===== config.mk =====
export PLATFORM = sky130hd
export DESIGN_NAME = scan_test_sequencer_flat
export DESIGN_NICKNAME = d
export VERILOG_FILES = /design/src/rtl/scan_test_sequencer_if.sv /design/src/rtl/scan_test_sequencer.sv /design/src/flat_wrapper.sv
export SDC_FILE = /design/constraint.sdc
export NUM_CORES = 1
export LEC_CHECK = 0
export CAP_MARGIN = 15
export CELL_PAD_IN_SITES_DETAIL_PLACEMENT = 0
export CELL_PAD_IN_SITES_GLOBAL_PLACEMENT = 1
export CORE_MARGIN = 2
export CORE_UTILIZATION = 34
export DETAILED_ROUTE_END_ITERATION = 10
export GPL_TIMING_DRIVEN = 0
export PLACE_DENSITY = 0.74
export SETUP_SLACK_MARGIN = 0.2
export SYNTH_ARGS = -nofsm -noshare
export SYNTH_HDL_FRONTEND = slang
export SYNTH_SLANG_ARGS = --single-unit
export TNS_END_PERCENT = 10

===== constraint.sdc =====
create_clock -name clk -period 1.4 [get_ports clk]
set_input_delay 0.28 -clock clk [delete_from_list [all_inputs] [get_ports clk]]
set_output_delay 0.28 -clock clk [all_outputs]
set_load 0.005 [all_outputs]

===== src/rtl/scan_test_sequencer_if.sv =====
// Pattern delivery channel between a pattern source and the scan test sequencer.
interface scan_test_sequencer_if #(
  parameter int unsigned CHAIN_LEN = 2
);
  logic                 pat_valid;
  logic                 pat_ready;
  logic [CHAIN_LEN-1:0] pat_scan_in;
  logic                 pat_pi;
  logic                 exp_po;
  logic [CHAIN_LEN-1:0] exp_ppo;
  logic                 pat_last;

  modport master (
    output pat_valid, pat_scan_in, pat_pi, exp_po, exp_ppo, pat_last,
    input  pat_ready
  );

  modport slave (
    input  pat_valid, pat_scan_in, pat_pi, exp_po, exp_ppo, pat_last,
    output pat_ready
  );
endinterface


===== src/rtl/scan_test_sequencer.sv =====
// Full-scan test sequencer: loads a pattern, shifts PPIs into a modelled scan chain,
// captures PO/PPO in one cycle and keeps pattern/failure counts for the session.
module scan_test_sequencer #(
  parameter int unsigned CHAIN_LEN = 2,
  parameter int unsigned CNT_W     = 8
) (
  input  logic                 clk,
  input  logic                 rst,
  input  logic                 start,
  input  logic                 fault_inject,
  scan_test_sequencer_if.slave pat,
  output logic                 core_pi,
  output logic [CHAIN_LEN-1:0] core_ppi,
  output logic                 core_h0,
  input  logic                 core_po,
  input  logic [CHAIN_LEN-1:0] core_ppo,
  output logic                 shift_en,
  output logic                 scan_out,
  output logic                 busy,
  output logic                 done,
  output logic                 pass,
  output logic [CNT_W-1:0]     pattern_count,
  output logic [CNT_W-1:0]     fail_count
);

  localparam int unsigned      IDX_W    = (CHAIN_LEN > 2) ? $clog2(CHAIN_LEN) : 1;
  localparam logic [IDX_W-1:0] LAST_IDX = IDX_W'(CHAIN_LEN - 1);

  typedef enum logic [2:0] {
    S_IDLE,
    S_LOAD,
    S_SHIFT,
    S_CAPTURE,
    S_DONE
  } state_t;

  state_t               state;
  logic [CHAIN_LEN-1:0] sreg;
  logic [CHAIN_LEN-1:0] pat_q;
  logic [CHAIN_LEN-1:0] exp_ppo_q;
  logic                 exp_po_q;
  logic                 last_q;
  logic [IDX_W-1:0]     idx;
  logic                 mismatch_c;
  logic [CNT_W-1:0]     fail_next_c;

  // The scan register is the core's PPI source; its MSB is the serial scan-out.
  assign pat.pat_ready = (state == S_LOAD);
  assign core_ppi      = sreg;
  assign scan_out      = sreg[CHAIN_LEN-1];

  assign mismatch_c  = (core_ppo != exp_ppo_q) || (core_po != exp_po_q);
  assign fail_next_c = (mismatch_c && (fail_count != {CNT_W{1'b1}}))
                       ? fail_count + CNT_W'(1) : fail_count;

  always_ff @(posedge clk or posedge rst) begin
    if (rst) begin
      state         <= S_IDLE;
      sreg          <= '0;
      pat_q         <= '0;
      exp_ppo_q     <= '0;
      exp_po_q      <= 1'b0;
      last_q        <= 1'b0;
      idx           <= '0;
      core_pi       <= 1'b0;
      core_h0       <= 1'b1;
      shift_en      <= 1'b0;
      busy          <= 1'b0;
      done          <= 1'b0;
      pass          <= 1'b0;
      pattern_count <= '0;
      fail_count    <= '0;
    end else begin
      done <= 1'b0;
      case (state)
        S_IDLE: begin
          if (start) begin
            pattern_count <= '0;
            fail_count    <= '0;
            pass          <= 1'b0;
            core_h0       <= ~fault_inject;
            busy          <= 1'b1;
            state         <= S_LOAD;
          end
        end
        S_LOAD: begin
          if (pat.pat_valid) begin
            pat_q     <= pat.pat_scan_in;
            core_pi   <= pat.pat_pi;
            exp_po_q  <= pat.exp_po;
            exp_ppo_q <= pat.exp_ppo;
            last_q    <= pat.pat_last;
            idx       <= '0;
            shift_en  <= 1'b1;
            state     <= S_SHIFT;
          end
        end
        S_SHIFT: begin
          // First cell's bit enters first so it ends up at the MSB after CHAIN_LEN shifts.
          sreg <= {sreg[CHAIN_LEN-2:0], pat_q[LAST_IDX - idx]};
          idx  <= idx + IDX_W'(1);
          if (idx == LAST_IDX) begin
            shift_en <= 1'b0;
            state    <= S_CAPTURE;
          end
        end
        S_CAPTURE: begin
          sreg          <= core_ppo;
          pattern_count <= pattern_count + CNT_W'(1);
          fail_count    <= fail_next_c;
          if (last_q) begin
            done  <= 1'b1;
            state <= S_DONE;
          end else begin
            state <= S_LOAD;
          end
        end
        S_DONE: begin
          pass  <= (fail_count == '0);
          busy  <= 1'b0;
          state <= S_IDLE;
        end
        default: state <= S_IDLE;
      endcase
    end
  end

endmodule


===== src/flat_wrapper.sv =====
// flat-port wrapper written by rule: the top's interface ports become plain ports
module scan_test_sequencer_flat 
#(
  parameter int unsigned CHAIN_LEN = 2,
  parameter int unsigned CNT_W     = 8
)
  (clk, rst, start, fault_inject, core_pi, core_ppi, core_h0, core_po, core_ppo, shift_en, scan_out, busy, done, pass, pattern_count, fail_count, pat_pat_valid, pat_pat_scan_in, pat_pat_pi, pat_exp_po, pat_exp_ppo, pat_pat_last, pat_pat_ready);
  scan_test_sequencer_if #(.CHAIN_LEN(CHAIN_LEN)) pat_i ();
  input  logic clk;
  input  logic rst;
  input  logic start;
  input  logic fault_inject;
  output logic core_pi;
  output logic [CHAIN_LEN-1:0] core_ppi;
  output logic core_h0;
  input  logic core_po;
  input  logic [CHAIN_LEN-1:0] core_ppo;
  output logic shift_en;
  output logic scan_out;
  output logic busy;
  output logic done;
  output logic pass;
  output logic [CNT_W-1:0] pattern_count;
  output logic [CNT_W-1:0] fail_count;
  input wire logic [$bits(pat_i.pat_valid)-1:0] pat_pat_valid;
  input wire logic [$bits(pat_i.pat_scan_in)-1:0] pat_pat_scan_in;
  input wire logic [$bits(pat_i.pat_pi)-1:0] pat_pat_pi;
  input wire logic [$bits(pat_i.exp_po)-1:0] pat_exp_po;
  input wire logic [$bits(pat_i.exp_ppo)-1:0] pat_exp_ppo;
  input wire logic [$bits(pat_i.pat_last)-1:0] pat_pat_last;
  output wire logic [$bits(pat_i.pat_ready)-1:0] pat_pat_ready;
  assign pat_i.pat_valid = pat_pat_valid;
  assign pat_i.pat_scan_in = pat_pat_scan_in;
  assign pat_i.pat_pi = pat_pat_pi;
  assign pat_i.exp_po = pat_exp_po;
  assign pat_i.exp_ppo = pat_exp_ppo;
  assign pat_i.pat_last = pat_pat_last;
  assign pat_pat_ready = pat_i.pat_ready;
  scan_test_sequencer #(.CHAIN_LEN(CHAIN_LEN), .CNT_W(CNT_W)) u_core (.clk(clk), .rst(rst), .start(start), .fault_inject(fault_inject), .pat(pat_i), .core_pi(core_pi), .core_ppi(core_ppi), .core_h0(core_h0), .core_po(core_po), .core_ppo(core_ppo), .shift_en(shift_en), .scan_out(scan_out), .busy(busy), .done(done), .pass(pass), .pattern_count(pattern_count), .fail_count(fail_count));
endmodule

==> impl_metrics.toml <==
[final_layout]
nNetsFinal = 248
seqCellArea_um2 = 861
antenna_cells = 0
area_growth_pct = 41.7
fillers = 488
multi_input_area_um2 = 902
layout-drive-gt1-share_pct = 32.0

[clock_tree]
cts_sinks = 34
holdBufCountCts = 0
ctsRootBufferMaster = "clkbuf_8"
cts_tree = "yes"
clockBufferDepth = 2
clock_latency_ns = 0.29
ctsHtreeMaxLevel = 2
cts_inserted_buffers = 5
clk_pin_slew_ns = 0.07

[synth]
syn_nets = 190
synth.top_cell.area_share_pct = 46.8
async_reset_ff_share_pct = 100
synth-edff-count = 0
synth_common_cells = "33 x dfrtp_1, 21 x nand2_1, 10 x o21ai_0"
yosys-top-cells-area = "dfrtp_1 47%, mux2i_1 5.1%, mux2_2 4.5%"
syn_inst = 172
syn_area_per_cell_um2 = 10.2
synth-seq-cells = 34
yosys_warnings = 0
synth_cell_types = 41
syn_area_um2 = 1760
synth_flop_cell = "dfrtp_1"
yosys.area.top_type = "dfrtp_1"
synth-seq-area-share_pct = 48.3
yosysMostFrequentCell = "dfrtp_1"

[floorplan]
fp.dieH_um = 76.0
rows = 26
core_um2 = 5040
io_pins = 41
die_w_um = 76.0
start_util_pct = 35.0
die_area_um2 = 5780

[global_route]
grt_pass1_vias = 1411
gr-total-overflow = 0
grt_pass1_wl_um = 6780
grt_max_degree = 20
grt_util_met2_pct = 22.9
antenna_found_initial = 0
grtUsageMet3_pct = 4.27
grt-busiest-layer = "met2"
grt_use_total_pct = 14.6
met1_usage_pct = 19.2

[job]
cap_violations = 0

[worst_setup_path]
r2r_slack_ns = -0.21
timing.rr.end = "u_core.fail_count[3]"
cp-end-kind = "flop"
critPathLaunch = "u_core.state[0]"
r2r-start = "u_core.state[0]"
worstSetupPathType = "flop to flop"
path_max_fanout = 10
reg2reg_depth = 5
cp-endpoint = "u_core.fail_count[3]"
arrival_ns = 1.77
required_ns = 1.56
start_kind = "flop"

[detailed_routing]
viasPerCell = 4.80
via_count = 1446
dr.first_iter.drc_count = 85
wl_um = 3850
drt-pass1-iter-count = 4
ant_nets = 0
drc = 0
wire_per_inst_um = 12.8

[sta]
maxSlewHeadroom_pct = 53.3
finalHoldViolCount = 0
tightest_slew_ns = 0.700
finalSetupViolCount = 30
setup_slack_ns = -0.209
rsz0062_at_grt = "true"
post-route-period-util_pct = 115
hold_slack_ns = 0.408
clock.fmax_mhz = 621
skew_ns = 0.00471
slew_violations = 0
fin_crit_ns = 1.61

[hold_path]
worstHoldPathType = "input port to async pin"

[pwr]
combPwrFrac_pct = 44.5
p_per_area_nw_per_um2 = 1660
power.share.switching_pct = 35.3
vdd_drop_max_mv = 0.832
p_switching_uw = 1460
finalPower_uw = 4140
internal-power_uw = 2680
pwr-share-seq_pct = 37.4
leakage_uw = 0.00111
clockPowerShare_pct = 18.2

[outcome]
violations = "negative setup slack"
status = "finished, violations left"

[place]
dp_hpwl_um = 2640
numPortBuffers = 40
gp_congestion = 0.773
-- kinds of logic after synthesis --
group           synth area share (%)
buf+inv                         5.18
mux                             9.58
fa+ha+maj                       2.13
xor+xnor                        1.99
compound gates                  11.9
flops                           48.3
simple gates                    20.9
-- worst min path at each step --
stage               slack [ns]  depth (start not counted)                 endpoint
global placement          0.46                          1  u_core.pattern_count[7]
finish                    0.41                          2     u_core.fail_count[5]
CTS                       0.44                          2     u_core.fail_count[3]
floorplan                 0.35                          1           u_core.core_h0
detailed placement        0.48                          2           u_core.core_h0
global route              0.48                          2     u_core.fail_count[3]
-- what timing repair did --
action | 4_1_cts | 5_1_grt
setup buffers | 7 | 3
pin swaps | 5 | 3
resized for setup | 72 | 29
setup endpoints to repair | 56 | 50
-- registers in the layout, summed over array words and instances, names as in the netlist --
name,count
u_core.exp_ppo_q,2
u_core.fail_count,8
u_core.done,1
u_core.core_ppi,2
u_core.state,3
u_core.pattern_count,8
u_core.core_h0,1
u_core.last_q,1
u_core.shift_en,1
u_core.pass,1
u_core.idx,1
u_core.exp_po_q,1
u_core.pat_q,2
u_core.busy,1
u_core.core_pi,1
-- layout make-up --
cell class | instances | area share (%)
buffer | 7 | 3.16
clock inverter | 1 | 0.200
multi-input combinational | 123 | 36.1
tap | 70 | 3.51
timing repair buffer | 51 | 17.9
inverter | 8 | 1.20
sequential | 34 | 34.5
clock buffer | 7 | 3.46
-- power by group through the flow --
stage	sequential (uW)	combinational (uW)	clock (uW)
after floorplan	1530	1030	0
after global placement	1570	1610	0
after detailed placement	1580	1630	0
after CTS	1530	1780	786
after global routing	1590	2070	822
final	1550	1840	752
-- layer usage --
layer  vias to the layer above  share of wire (%)
li1                        717                  -
met1                       688                 45
met2                        33                 49
met3                         8                5.0
met4                         0                1.6
met5                         -                  0
-- worst max-delay path, stage by stage (launching register included) --
cell and delay (ns):
dfrtp_1 0.41, buf_6 0.14, or4b_4 0.54, buf_8 0.16, o21ai_4 0.10, o221ai_1 0.13
-- cells in the final DEF, fill, tap and decap left out, types with 4 or more instances in the layout --
cell type	instances
mux2i_1	9
dfrtp_2	7
inv_1	8
clkdlybuf4s50_1	18
nand2_1	21
clkbuf_2	8
buf_2	7
a21oi_1	9
buf_4	7
nand3_1	5
and2_1	6
clkdlybuf4s15_1	4
clkbuf_8	6
o21ai_1	8
mux2_2	7
dfrtp_1	26
buf_6	8
nor2_1	8
-- per-stage QoR --
step	instances	cell area (um2)	utilization [%]	setup TNS, ns	worst slack (ns)
2_1_floorplan	172	1770	-	-1.30	-0.114
3_3_place_gp	282	2260	44.9	-25.05	-0.484
3_5_place_dp	283	2290	45.4	-9.32	-0.482
4_1_cts	298	2460	48.7	-3.70	-0.206
5_1_grt	301	2500	49.5	-5.47	-0.271
6_report	301	2500	49.5	-3.60	-0.209
(Power assumes the default switching activity.)
